**src/rtl/input_conditioner.sv**
```systemverilog
// -----------------------------------------------------------------------------
// input_conditioner
//
// Purpose:
//   Conditions raw, asynchronous board inputs (buttons, reset_n pin, etc.) so
//   that core logic only ever sees clean, synchronous, active-high levels and
//   single-cycle edge pulses. Each channel is independent and runs through:
//     1. optional polarity inversion (active-low pins become active-high)
//     2. a multi-flop synchroniser chain
//     3. a counter-based debouncer that accepts a new level only after it has
//        been seen for debounce_cycles_p consecutive clocks
//     4. registered rise/fall pulse generation on every accepted level change
//
// Parameters:
//   width_p           - number of independent channels
//   sync_depth_p      - synchroniser flops per channel (must be >= 2)
//   debounce_cycles_p - consecutive differing cycles needed to accept a level
//                       (must be >= 1; 1 means "no debounce")
//   invert_p          - per-channel polarity mask, bit=1 inverts that pin
//
// Ports:
//   clk_i          in   1        system clock
//   reset_i        in   1        asynchronous active-high reset; deassertion
//                                is expected to be clock-synchronous
//   async_unsafe_i in   width_p  raw pin levels (unsynchronised, bouncy)
//   level_o        out  width_p  debounced active-high level per channel
//   rise_o         out  width_p  one-cycle pulse on level_o 0->1
//   fall_o         out  width_p  one-cycle pulse on level_o 1->0
//
// Latency:
//   A pin change first captured by sync stage 0 on edge k appears on level_o
//   (with its rise/fall pulse) on edge k + sync_depth_p + debounce_cycles_p - 1.
// -----------------------------------------------------------------------------
module input_conditioner #(
  parameter int                 width_p           = 4,
  parameter int                 sync_depth_p      = 2,
  parameter int                 debounce_cycles_p = 12000,
  parameter logic [width_p-1:0] invert_p          = '0
) (
  input  logic               clk_i,
  input  logic               reset_i,
  input  logic [width_p-1:0] async_unsafe_i,
  output logic [width_p-1:0] level_o,
  output logic [width_p-1:0] rise_o,
  output logic [width_p-1:0] fall_o
);

  // Counter only ever reaches debounce_cycles_p-1, so this width is enough
  // and saturation can never happen.
  localparam int              cnt_w    = $clog2(debounce_cycles_p + 1);
  localparam logic [cnt_w-1:0] cnt_last = cnt_w'(debounce_cycles_p - 1);
  localparam logic [cnt_w-1:0] cnt_one  = cnt_w'(1);

  genvar gi;
  generate
    for (gi = 0; gi < width_p; gi++) begin : g_ch

      logic                    pol;
      logic [sync_depth_p-1:0] sync_reg;
      logic                    s;
      logic [cnt_w-1:0]        cnt_reg;
      logic                    level_reg;
      logic                    rise_reg;
      logic                    fall_reg;

      // Polarity is fixed per channel and folded in ahead of the synchroniser,
      // so everything downstream works purely in active-high terms.
      assign pol = async_unsafe_i[gi] ^ invert_p[gi];

      // Plain shift chain with nothing between stages: stage 0 is the only
      // flop that can go metastable, later stages give it time to resolve.
      always_ff @(posedge clk_i or posedge reset_i) begin
        if (reset_i) begin
          sync_reg <= '0;
        end else begin
          sync_reg <= {sync_reg[sync_depth_p-2:0], pol};
        end
      end

      assign s = sync_reg[sync_depth_p-1];

      // Debounce: count consecutive cycles in which the synchronised input
      // disagrees with the accepted level. A single cycle of agreement clears
      // the count, so any glitch shorter than debounce_cycles_p is dropped.
      // The pulse registers default low and are only raised on the cycle the
      // accepted level actually flips, which makes them exactly one cycle
      // wide and mutually exclusive.
      always_ff @(posedge clk_i or posedge reset_i) begin
        if (reset_i) begin
          cnt_reg   <= '0;
          level_reg <= 1'b0;
          rise_reg  <= 1'b0;
          fall_reg  <= 1'b0;
        end else begin
          rise_reg <= 1'b0;
          fall_reg <= 1'b0;
          if (s == level_reg) begin
            cnt_reg <= '0;
          end else if (cnt_reg == cnt_last) begin
            cnt_reg   <= '0;
            level_reg <= s;
            rise_reg  <= s;
            fall_reg  <= ~s;
          end else begin
            cnt_reg <= cnt_reg + cnt_one;
          end
        end
      end

      assign level_o[gi] = level_reg;
      assign rise_o[gi]  = rise_reg;
      assign fall_o[gi]  = fall_reg;

    end
  endgenerate

endmodule

```
**config.mk**
```make
export PLATFORM = sky130hd
export DESIGN_NAME = input_conditioner
export DESIGN_NICKNAME = d
export VERILOG_FILES = /design/src/rtl/input_conditioner.sv
export SDC_FILE = /design/constraint.sdc
export NUM_CORES = 1
export LEC_CHECK = 0
export ABC_AREA = 1
export CAP_MARGIN = 40
export CORE_MARGIN = 2
export CORE_UTILIZATION = 40
export CTS_BUF_LIST = sky130_fd_sc_hd__clkbuf_2
export DETAILED_ROUTE_END_ITERATION = 7
export PLACE_DENSITY = 0.67
export SLEW_MARGIN = 30
export SYNTH_ARGS = -nofsm -noshare
export SYNTH_HDL_FRONTEND = slang
export SYNTH_SLANG_ARGS = --single-unit
export TNS_END_PERCENT = 10
```
**constraint.sdc**
```tcl
create_clock -name clk_i -period 3.75 [get_ports clk_i]
set_clock_uncertainty 0.2 [all_clocks]
set_input_delay 0.75 -clock clk_i [delete_from_list [all_inputs] [get_ports clk_i]]
set_output_delay 0.75 -clock clk_i [all_outputs]
set_load 0.01 [all_outputs]
```
Word level (Yosys, flattened, before mapping)
Cells that the tools add are included.

storage, ports and cells
  register bits = 76
  logic and storage cells = 68
  input port bits = 6

operators by class
  mux-type cells = 24
  reduce and logical (&&, ||, !) cells = 4
  $add $sub $neg = 4
  bitwise operators = 8
  equality and inequality tests = 8

operator list
  operator                                        count
  2-to-1 mux 14 bit                               8
  adder 14 x 1 -> 14 bit (second input constant)  4
  == test 14 bit (second input constant)          4
  2-to-1 mux 1 bit                                16
  NOT 1 bit                                       8
  AND reduction 2 bit                             4
  == test 1 bit                                   4

Longest topological paths before layout
Gate-level depths: netlist (run 1).

  word-level depth = 3
  gate-level depth with buffers = 8
  gate-level depth less buffers = 8

Worst setup path before layout (run 1)
OpenSTA, ideal clock, no wires.

  kind = register to output
  from = reg g_ch[1].level_reg
  to = out level_o[1]
  buffers on the path = 1
  arrival = 0.513 ns
  stages on the path, launching flop included = 2
  setup slack = 2.287 ns
  data required time = 2.800 ns
  cells stage by stage = dfrtp_1 buf_4

RTL lines
  what                      line  text
  start: declaration        62    logic level_reg;
  start signal: assignment  101   level_reg <= s;
  end: declaration          43    output logic [width_p-1:0] level_o,

No word-level cell between the ends.

Worst setup path after layout (run 1)
  from = reg g_ch[3].level_reg
  to = out level_o[3]

RTL lines
  what                      line
  start: declaration        62
  start signal: assignment  101

No word-level cell between the ends.

==> results.toml, run 1 <==
[floorplan]
start_util_pct = 41.6
die-area_um2 = 10500
ios = 18
die_x_um = 102
placeableCoreArea_um2 = 9330
std_cell_rows = 35
die-height_um = 102

[synthesis]
portion_of_netlist_area_occupied_by_mux_cells_pct = 0
postSynthAreaPerCell_um2 = 8.10
arithmetic_cell_share_of_the_synthesized_area_counting_full_adders_half_adders_and_majority_gates_pct = 2.58
synth_largest_area_cell = "sky130_fd_sc_hd__dfrtp_1"
synth-xor-area-share_pct = 2.71
syn_inst = 479
synthDominantCellAreaShare_pct = 49.0
netlist_area_um2 = 3880
yosys-top-cells-count = "sky130_fd_sc_hd__nor2_1, sky130_fd_sc_hd__nand2_1, sky130_fd_sc_hd__dfrtp_1"
synth.distinct_cells = 28
ys_seq_elements = 76
synthesis.yosys.warnings = 0
async_flop_share_pct = 100
synth_compound_area_share_pct = 3.39
synth_most_common_cell = "sky130_fd_sc_hd__nor2_1"
synth_top_family_by_area = "simple AND/OR/NAND/NOR gates"
dominantRegCellSynth = "sky130_fd_sc_hd__dfrtp_1"
synth.yosys.seq_area_share_pct = 49.0
synth_simple_gate_area_share_pct = 35.5
synth_edf_count = 0
synth_nets = 493
synth_area_leaders = "sky130_fd_sc_hd__dfrtp_1, sky130_fd_sc_hd__nor2_1, sky130_fd_sc_hd__nand2_1"

[critical_path]
timing.critical_path.arrival_ns = 1.47
crit_path_slowest_cell = "sky130_fd_sc_hd__clkdlybuf4s50_1"
path_delay_family = "buffers and inverters"
critical_path_required_time_ns = 2.80
critical_setup_path_kind = "reg2out"
worst-path-max-fanout = 4
setup.worst_path.start_class = "flip-flop"
path_cells = "clkdlybuf4s50_1"
setup.worst_path.end_class = "output pin"
critPathMaxStageDelay_ns = 0.56
path_buf_inv = 1

[placed_design]
dpl_cell_area_um2 = 4160
routabilityCongestion = 0.858
port_buffer_count = 17
detailedPlacementHpwl_um = 5180

[cells_and_area]
area_of_the_multi_input_gates_um2 = 1710
final.fill_count = 910
final_design_area_no_fill_um2 = 4240
register_area_um2 = 1900
largest_reg_flops = 56
layout-drive-gt1-share_pct = 9.78
area_added_between_synthesis_and_finish_pct = 9.26
post-route-util_pct = 45.4
diodes = 0
final_net_count = 511

[power]
intPower_mw = 0.945
sequential_share_of_power_pct = 66.8
p_total_mw = 1.27
switchingPower_mw = 0.324
pwr_density_cell_nw_per_um2 = 299
power_frac_clock_pct = 28.2
peakVddDrop_mv = 0.158
power.static_leakage_nw = 1.85
net_sw_share_pct = 25.5
share_of_power_burned_in_combinational_logic_pct = 5.1

[clock_network]
clock_latency_ns = 0.48
post_cts.resized_instances = 0
hold_fix_buffers_cts = 0
cts_sinks = 76
postCtsSetupBuffers = 0
tritoncts_clock_tree = "yes"
cts-root-buf = "sky130_fd_sc_hd__clkbuf_2"
tritoncts_buffer_count = 9
clock_tree.buffer_depth = 2
clock_pin_slew_reported_for_the_worst_setup_and_hold_paths_after_clock_tree_synthesis_ns = 0.20
cts.htree.levels = 3

[detailed_routing]
final_ant_viol_nets = 0
number_of_search_and_repair_iterations_in_the_first_detailed_routing_pass = 4
routed_wirelength_um = 6990
detailroute.via_count = 3019
wl_per_cell_um = 11.1
vias_per_cell = 4.79
drt_drc_violations_left = 0
initialDrtViolationCount = 119

[timing]
hold_viol_final = 0
rsz_0062_raised_after_global_routing = "no"
timing.max_slew.rel_slack_pct = 76.3
final_max_slew_viol_count = 0
max_slew.worst_pin.slew_ns = 0.356
final.setup.tns_ns = 0
max_clock_freq_ghz = 0.413
total_of_endpoints_with_negative_setup_slack_in_the_final_report = 0
layout_worst_path_cycle_share_pct = 64.5
finalCriticalPeriod_ns = 2.42
holdWs_ns = 0.175

[global_routing]
track_usage_pct = 14.9
use_met2_pct = 24.2
grt_overflow = 0
global_route.peak_usage_layer = "met2"
gr-usage-met1_pct = 19.4
grt_antenna_before_repair = 0
pin_count_of_the_biggest_net_entering_global_routing = 52
grt_pass1_vias = 2837
use_met3_pct = 4.38
wire_length_of_the_first_global_routing_pass_um = 12400

[job]
max_cap_violations = 0

[status]
status = "complete, no violations"

[worst_hold_path]
worstHoldPathType = "reg2reg"
## power by group through the flow
| stage | registers, mW | logic (mW) | clock network [mW] |
|---|---|---|---|
| global route | 0.850 | 0.0765 | 0.413 |
| finish | 0.847 | 0.0641 | 0.358 |
| CTS | 0.848 | 0.0664 | 0.384 |
| global placement | 0.862 | 0.0617 | 0 |
| floorplan | 0.860 | 0.0436 | 0 |
| detailed placement | 0.862 | 0.0662 | 0 |
## area by class of cell
type	instances	share of cell area (%)
clock buffer	11	1.30
clock inverter	4	0.650
inverter	46	4.07
multi-input combinational	345	40.4
sequential	76	44.9
tap	129	3.81
timing repair buffer	19	4.84
## cells by family (layout without fill, tap and decap cells)
kind of cell	Yosys count	count (layout)
and+or+nand+nor	302	302
DFF	76	76
buffers and inverters	58	80
AOI/OAI and AO/OA	23	23
xor gates and xnor gates	12	12
adders and majority gates	8	8
## layout by cell type (no fill, tap or decap), types with 7 or more instances in the layout
master                            instances
sky130_fd_sc_hd__a21oi_1                  8
sky130_fd_sc_hd__clkbuf_2                11
sky130_fd_sc_hd__clkdlybuf4s50_1         17
sky130_fd_sc_hd__dfrtp_1                 76
sky130_fd_sc_hd__ha_1                     8
sky130_fd_sc_hd__inv_1                   44
sky130_fd_sc_hd__nand2_1                100
sky130_fd_sc_hd__nand2_2                 12
sky130_fd_sc_hd__nand3_1                 39
sky130_fd_sc_hd__nand4_1                 18
sky130_fd_sc_hd__nor2_1                 101
sky130_fd_sc_hd__nor2_2                   7
sky130_fd_sc_hd__xor2_1                   7
## final timing paths
path	startpoint	endpoint	slack [ns]	cells past startpoint
worst min-delay path	g_ch[3].sync_reg[0]$_DFF_PP0_	g_ch[3].sync_reg[1]$_DFF_PP0_	0.17	0
worst max-delay path	g_ch[3].level_reg$_DFFE_PP0P_	level_o[3]	1.33	1
worst min register to register	g_ch[3].sync_reg[0]$_DFF_PP0_	g_ch[3].sync_reg[1]$_DFF_PP0_	0.17	0
worst max register to register	g_ch[3].cnt_reg[0]$_DFF_PP0_	g_ch[3].cnt_reg[11]$_DFF_PP0_	2.11	6
max in group asynchronous	reset_i	g_ch[0].cnt_reg[5]$_DFF_PP0_	2.37	4
min in group asynchronous	reset_i	g_ch[3].cnt_reg[2]$_DFF_PP0_	0.40	3
## per-stage QoR
step	cells	setup slack, ns
after floorplan	479	0.862
after global placement	614	1.49
after detailed placement	615	1.81
after CTS	630	1.27
after global routing	630	1.19
final	630	1.33
## layer usage
metal	vias to the layer above	routed length [um]
li1	1547	-
met1	1406	3340
met2	58	3290
met3	8	271
met4	0	87
met5	-	0
Note: power is estimated with default switching activity, not from simulation.
==> inputs of run 2 (changes only) <==
Clock period 3.75 ns to 2.4 ns, I/O delays scaled along.
==> results.toml, run 2 (synthesized netlist as in run 1, its figures left out) <==
[cells_and_area]
largest_reg_flops = 56
diodes = 0
layout-drive-gt1-share_pct = 10.1
top_library_cells_by_usage_in_the_layout_fill_and_taps_aside = "sky130_fd_sc_hd__nor2_1, sky130_fd_sc_hd__nand2_1, sky130_fd_sc_hd__dfrtp_1"
final_net_count = 512
register_area_um2 = 1900
area_added_between_synthesis_and_finish_pct = 10.7
final.fill_count = 913
commonest_non_fill_non_tap_cell_in_the_layout = "sky130_fd_sc_hd__nor2_1"
final_design_area_no_fill_um2 = 4300
area_of_the_multi_input_gates_um2 = 1710

[power]
share_of_power_burned_in_combinational_logic_pct = 4.6
switchingPower_mw = 0.528
power_frac_clock_pct = 35.5
peakVddDrop_mv = 0.234
power.static_leakage_nw = 1.88
net_sw_share_pct = 23.9
pwr_density_cell_nw_per_um2 = 514
intPower_mw = 1.68
p_total_mw = 2.21
sequential_share_of_power_pct = 60.0

[critical_path]
critPathMaxStageDelay_ns = 0.55
worst-path-max-fanout = 4
setup.worst_path.end_class = "output pin"
critical_path.reg2reg.endpoint = "g_ch[2].cnt_reg[6]$_DFF_PP0_"
path_delay_family = "buffers and inverters"
rr_startpoint = "g_ch[2].cnt_reg[0]$_DFF_PP0_"
timing.critical_path.arrival_ns = 1.49
critical_setup_path_kind = "reg2out"
setup.worst_path.start_class = "flip-flop"
path_cells = "clkdlybuf4s50_1"
worstRegToRegCells = 8
path_buf_inv = 1
worstSetupPathDepth = 1
timing.reg2reg.setup_slack_ns = 0.80
crit_path_slowest_cell = "sky130_fd_sc_hd__clkdlybuf4s50_1"
critical_path_required_time_ns = 1.72

[worst_hold_path]
worstHoldPathType = "in2async"

[clock_network]
cts-root-buf = "sky130_fd_sc_hd__clkbuf_2"
post_cts.resized_instances = 0
cts_sinks = 76
clock_pin_slew_reported_for_the_worst_setup_and_hold_paths_after_clock_tree_synthesis_ns = 0.23
tritoncts_clock_tree = "yes"
cts.htree.levels = 3
clock_latency_ns = 0.50
postCtsSetupBuffers = 0
hold_fix_buffers_cts = 0
clock_tree.buffer_depth = 2
tritoncts_buffer_count = 9

[floorplan]
die-area_um2 = 10500
placeableCoreArea_um2 = 9330
die-height_um = 102
die_x_um = 102
std_cell_rows = 35
ios = 18
start_util_pct = 41.6

[timing]
timing.max_slew.rel_slack_pct = 77.0
finalCriticalPeriod_ns = 2.17
hold_viol_final = 0
max_clock_freq_ghz = 0.460
max_slew.worst_pin.slew_ns = 0.344
total_of_endpoints_with_negative_setup_slack_in_the_final_report = 0
rsz_0062_raised_after_global_routing = "no"
final_max_slew_viol_count = 0
final.setup.tns_ns = 0
layout_worst_path_cycle_share_pct = 90.6

[detailed_routing]
initialDrtViolationCount = 161
detailroute.via_count = 3051
wl_per_cell_um = 11.4
number_of_search_and_repair_iterations_in_the_first_detailed_routing_pass = 5
routed_wirelength_um = 7200
drt_drc_violations_left = 0
final_ant_viol_nets = 0
vias_per_cell = 4.83

[global_routing]
track_usage_pct = 15.3
grt_pass1_vias = 2989
grt_antenna_before_repair = 0
wire_length_of_the_first_global_routing_pass_um = 13000
pin_count_of_the_biggest_net_entering_global_routing = 41
grt_overflow = 0

[job]
max_cap_violations = 0

[status]
status = "complete, no violations"

[placed_design]
dpl_cell_area_um2 = 4160
detailedPlacementHpwl_um = 5310
routabilityCongestion = 0.850
port_buffer_count = 17
## run 2: cell count changes in the layout (fill, tap and decap cells not counted), sizes merged
cell / delta
bufinv: +2
inv: -1
clkbuf: -2
clkinv: +3
buf: +1
clkinvlp: -1
## run 2: worst max-delay path by stage
stage | start | endpoint | slack [ns]
finish | g_ch[3].level_reg$_DFFE_PP0P_ | level_o[3] | 0.23
CTS | g_ch[0].level_reg$_DFFE_PP0P_ | level_o[0] | 0.18
detailed placement | g_ch[1].level_reg$_DFFE_PP0P_ | level_o[1] | 0.81
floorplan | reset_i | g_ch[0].cnt_reg[0]$_DFF_PP0_ | 0.87
global route | g_ch[3].level_reg$_DFFE_PP0P_ | level_o[3] | 0.12
global placement | g_ch[0].level_reg$_DFFE_PP0P_ | level_o[0] | 0.82
## run 2: power groups by stage
stage	Combinational (mW)	Clock (mW)	Sequential, mW
2_1_floorplan	0.0685	0	1.34
3_3_place_gp	0.102	0	1.35
3_5_place_dp	0.104	0	1.35
4_1_cts	0.105	0.822	1.33
5_1_grt	0.121	0.872	1.33
6_report	0.101	0.784	1.32
## run 2: final cells by class
| cell class | instances | share of cell area [%] |
|---|---|---|
| Sequential cell | 76 | 44.3 |
| Multi-Input combinational cell | 345 | 39.9 |
| Timing Repair Buffer | 20 | 4.78 |
| Inverter | 46 | 4.11 |
| Tap cell | 129 | 3.76 |
| Clock inverter | 7 | 2.13 |
| Clock buffer | 9 | 1.05 |
## run 2: routing by layer
| layer | routed length [um] | share of wire (%) | track usage, % | up-vias |
|---|---|---|---|---|
| li1 | - | - | - | 1557 |
| met1 | 3570 | 50 | 21.4 | 1422 |
| met2 | 3280 | 46 | 23.9 | 65 |
| met3 | 280 | 3.9 | 3.01 | 7 |
| met4 | 71 | 0.99 | 5.44 | 0 |
| met5 | 0 | 0 | 0 | - |
## run 2: stage by stage
stage / util (%) / hold WS [ns] / std cells / worst slack (ns)
after detailed placement: 44.6 / 0.140 / 616 / 0.807
after CTS: 46.0 / 0.0188 / 632 / 0.176
final: 46.0 / 0.0696 / 632 / 0.225
after global routing: 46.0 / 0.0490 / 632 / 0.120
after floorplan: - / 0.131 / 479 / 0.866
after global placement: 44.6 / 0.134 / 616 / 0.819
==> inputs of run 3 (changes only) <==
Settings changed: CORE_MARGIN 2 to 1, CTS_CLUSTER_SIZE set to 14.
==> results.toml, run 3 (synthesized netlist as in run 1, its figures left out) <==
[status]
status = "complete, no violations"

[job]
max_cap_violations = 0

[cells_and_area]
final_net_count = 511
layout-drive-gt1-share_pct = 10.2
final.fill_count = 903
diodes = 0
area_added_between_synthesis_and_finish_pct = 11.5
commonest_non_fill_non_tap_cell_in_the_layout = "sky130_fd_sc_hd__nor2_1"
finalNonFillerCells = 631
largest_reg_flops = 56
top_library_cells_by_usage_in_the_layout_fill_and_taps_aside = "sky130_fd_sc_hd__nor2_1, sky130_fd_sc_hd__nand2_1, sky130_fd_sc_hd__dfrtp_1"

[clock_network]
post_cts.resized_instances = 0
clock_pin_slew_reported_for_the_worst_setup_and_hold_paths_after_clock_tree_synthesis_ns = 0.25
tritoncts_buffer_count = 9
cts-root-buf = "sky130_fd_sc_hd__clkbuf_2"
postCtsSetupBuffers = 0
cts.htree.levels = 3
clock_latency_ns = 0.52
cts_sinks = 76
tritoncts_clock_tree = "yes"
clock_tree.buffer_depth = 2
hold_fix_buffers_cts = 0

[power]
peakVddDrop_mv = 0.285
p_total_mw = 2.33
pwr_density_cell_nw_per_um2 = 539
power.static_leakage_nw = 1.89

[timing]
postLayoutSetupSlackWorst_ns = 0.218
rsz_0062_raised_after_global_routing = "no"
final.setup.tns_ns = 0
max_clock_freq_ghz = 0.458
max_slew.worst_pin.slew_ns = 0.539
finalCriticalPeriod_ns = 2.18
final_max_slew_viol_count = 0
layout_worst_path_cycle_share_pct = 90.9
hold_viol_final = 0
timing.max_slew.rel_slack_pct = 64.0
total_of_endpoints_with_negative_setup_slack_in_the_final_report = 0

[floorplan]
std_cell_rows = 35
die_x_um = 100
ios = 18
die-area_um2 = 10100
start_util_pct = 41.6
placeableCoreArea_um2 = 9330
die-height_um = 100

[critical_path]
path_buf_inv = 1
path_cells = "clkdlybuf4s50_1"
critical_path_required_time_ns = 1.72
critPathMaxStageDelay_ns = 0.54
path_delay_family = "buffers and inverters"
setup.worst_path.start_class = "flip-flop"
critical_setup_path_kind = "reg2out"
timing.critical_path.arrival_ns = 1.50
worst-path-max-fanout = 4
crit_path_slowest_cell = "sky130_fd_sc_hd__clkdlybuf4s50_1"
setup.worst_path.end_class = "output pin"

[global_routing]
wire_length_of_the_first_global_routing_pass_um = 12600
pin_count_of_the_biggest_net_entering_global_routing = 31
grt_pass1_vias = 2929
grt_antenna_before_repair = 0
grt_overflow = 0
track_usage_pct = 15.7

[detailed_routing]
number_of_search_and_repair_iterations_in_the_first_detailed_routing_pass = 4
drt_drc_violations_left = 0
wl_per_cell_um = 11.1
initialDrtViolationCount = 144
vias_per_cell = 4.79
wl_met3_um = 259
top_layer_used = "met4"
met1_length_um = 3430
routed_wirelength_um = 7020
final_ant_viol_nets = 0
dr_wl_met2_um = 3260
detailroute.via_count = 3020

[placed_design]
routabilityCongestion = 0.918
detailedPlacementHpwl_um = 5280
place_worst_setup_slack_ns = 0.732
count_of_placed_standard_cells_including_taps = 615
port_buffer_count = 17

[worst_hold_path]
worstHoldPathType = "in2async"
==> run 3: changes by cell type in the layout (fill, tap and decap cells not counted) <==
| cell | before | now |
|---|---|---|
| sky130_fd_sc_hd__buf_4 | 2 | 0 |
| sky130_fd_sc_hd__clkinv_4 | 2 | 0 |
| sky130_fd_sc_hd__buf_12 | 1 | 2 |
| sky130_fd_sc_hd__bufinv_16 | 2 | 3 |
| sky130_fd_sc_hd__clkbuf_2 | 9 | 10 |
| sky130_fd_sc_hd__clkinv_1 | 1 | 0 |
| sky130_fd_sc_hd__clkinv_2 | 2 | 1 |
| sky130_fd_sc_hd__clkinvlp_4 | 1 | 2 |
| sky130_fd_sc_hd__inv_6 | 0 | 1 |
==> run 3: path summary, 6_finish.rpt <==
| check | end | slack (ns) | start | depth (start not counted) |
|---|---|---|---|---|
| worst min-delay path | g_ch[1].cnt_reg[9]$_DFF_PP0_ | 0.11 | reset_i | 2 |
| worst min register to register | g_ch[3].sync_reg[1]$_DFF_PP0_ | 0.17 | g_ch[3].sync_reg[0]$_DFF_PP0_ | 0 |
| min in group clk_i | g_ch[3].sync_reg[1]$_DFF_PP0_ | 0.17 | g_ch[3].sync_reg[0]$_DFF_PP0_ | 0 |
| worst max-delay path | level_o[1] | 0.22 | g_ch[1].level_reg$_DFFE_PP0P_ | 1 |
| worst max register to register | g_ch[3].cnt_reg[13]$_DFF_PP0_ | 0.72 | g_ch[3].cnt_reg[0]$_DFF_PP0_ | 6 |
| max in group asynchronous | g_ch[2].sync_reg[0]$_DFF_PP0_ | 1.33 | reset_i | 3 |
==> run 3: metrics by stage <==
stage | hold WS [ns] | area [um2] | utilization [%]
after global placement | 0.133 | 4160 | 44.6
after detailed placement | 0.137 | 4160 | 44.6
final | 0.110 | 4330 | 46.4
after floorplan | 0.131 | 3880 | -
after global routing | 0.0879 | 4330 | 46.4
after CTS | 0.0972 | 4330 | 46.4
==> run 3: report_power, final <==
part / switching [mW] / internal (mW)
clock: 0.451 / 0.455
combinational: 0.0655 / 0.0357
sequential: 0.0197 / 1.30
total: 0.536 / 1.80
==> run 3: layout make-up <==
type                    count  area, um2  share of cell area (%)
well taps                 129        161                    3.73
clock inverters             6        111                    2.57
clock buffers              10       50.0                    1.16
repair buffers             19        210                    4.86
flip-flops and latches     76       1900                    44.0
multi-input cells         345       1710                    39.6
inverters                  46        176                    4.08
==> run 3: metal layers <==
layer  global-route usage (%)  vias up
met1                     19.9     1393
met3                     3.47        4
met5                        0        -
met4                     6.24        0
li1                         -     1557
met2                     26.1       66
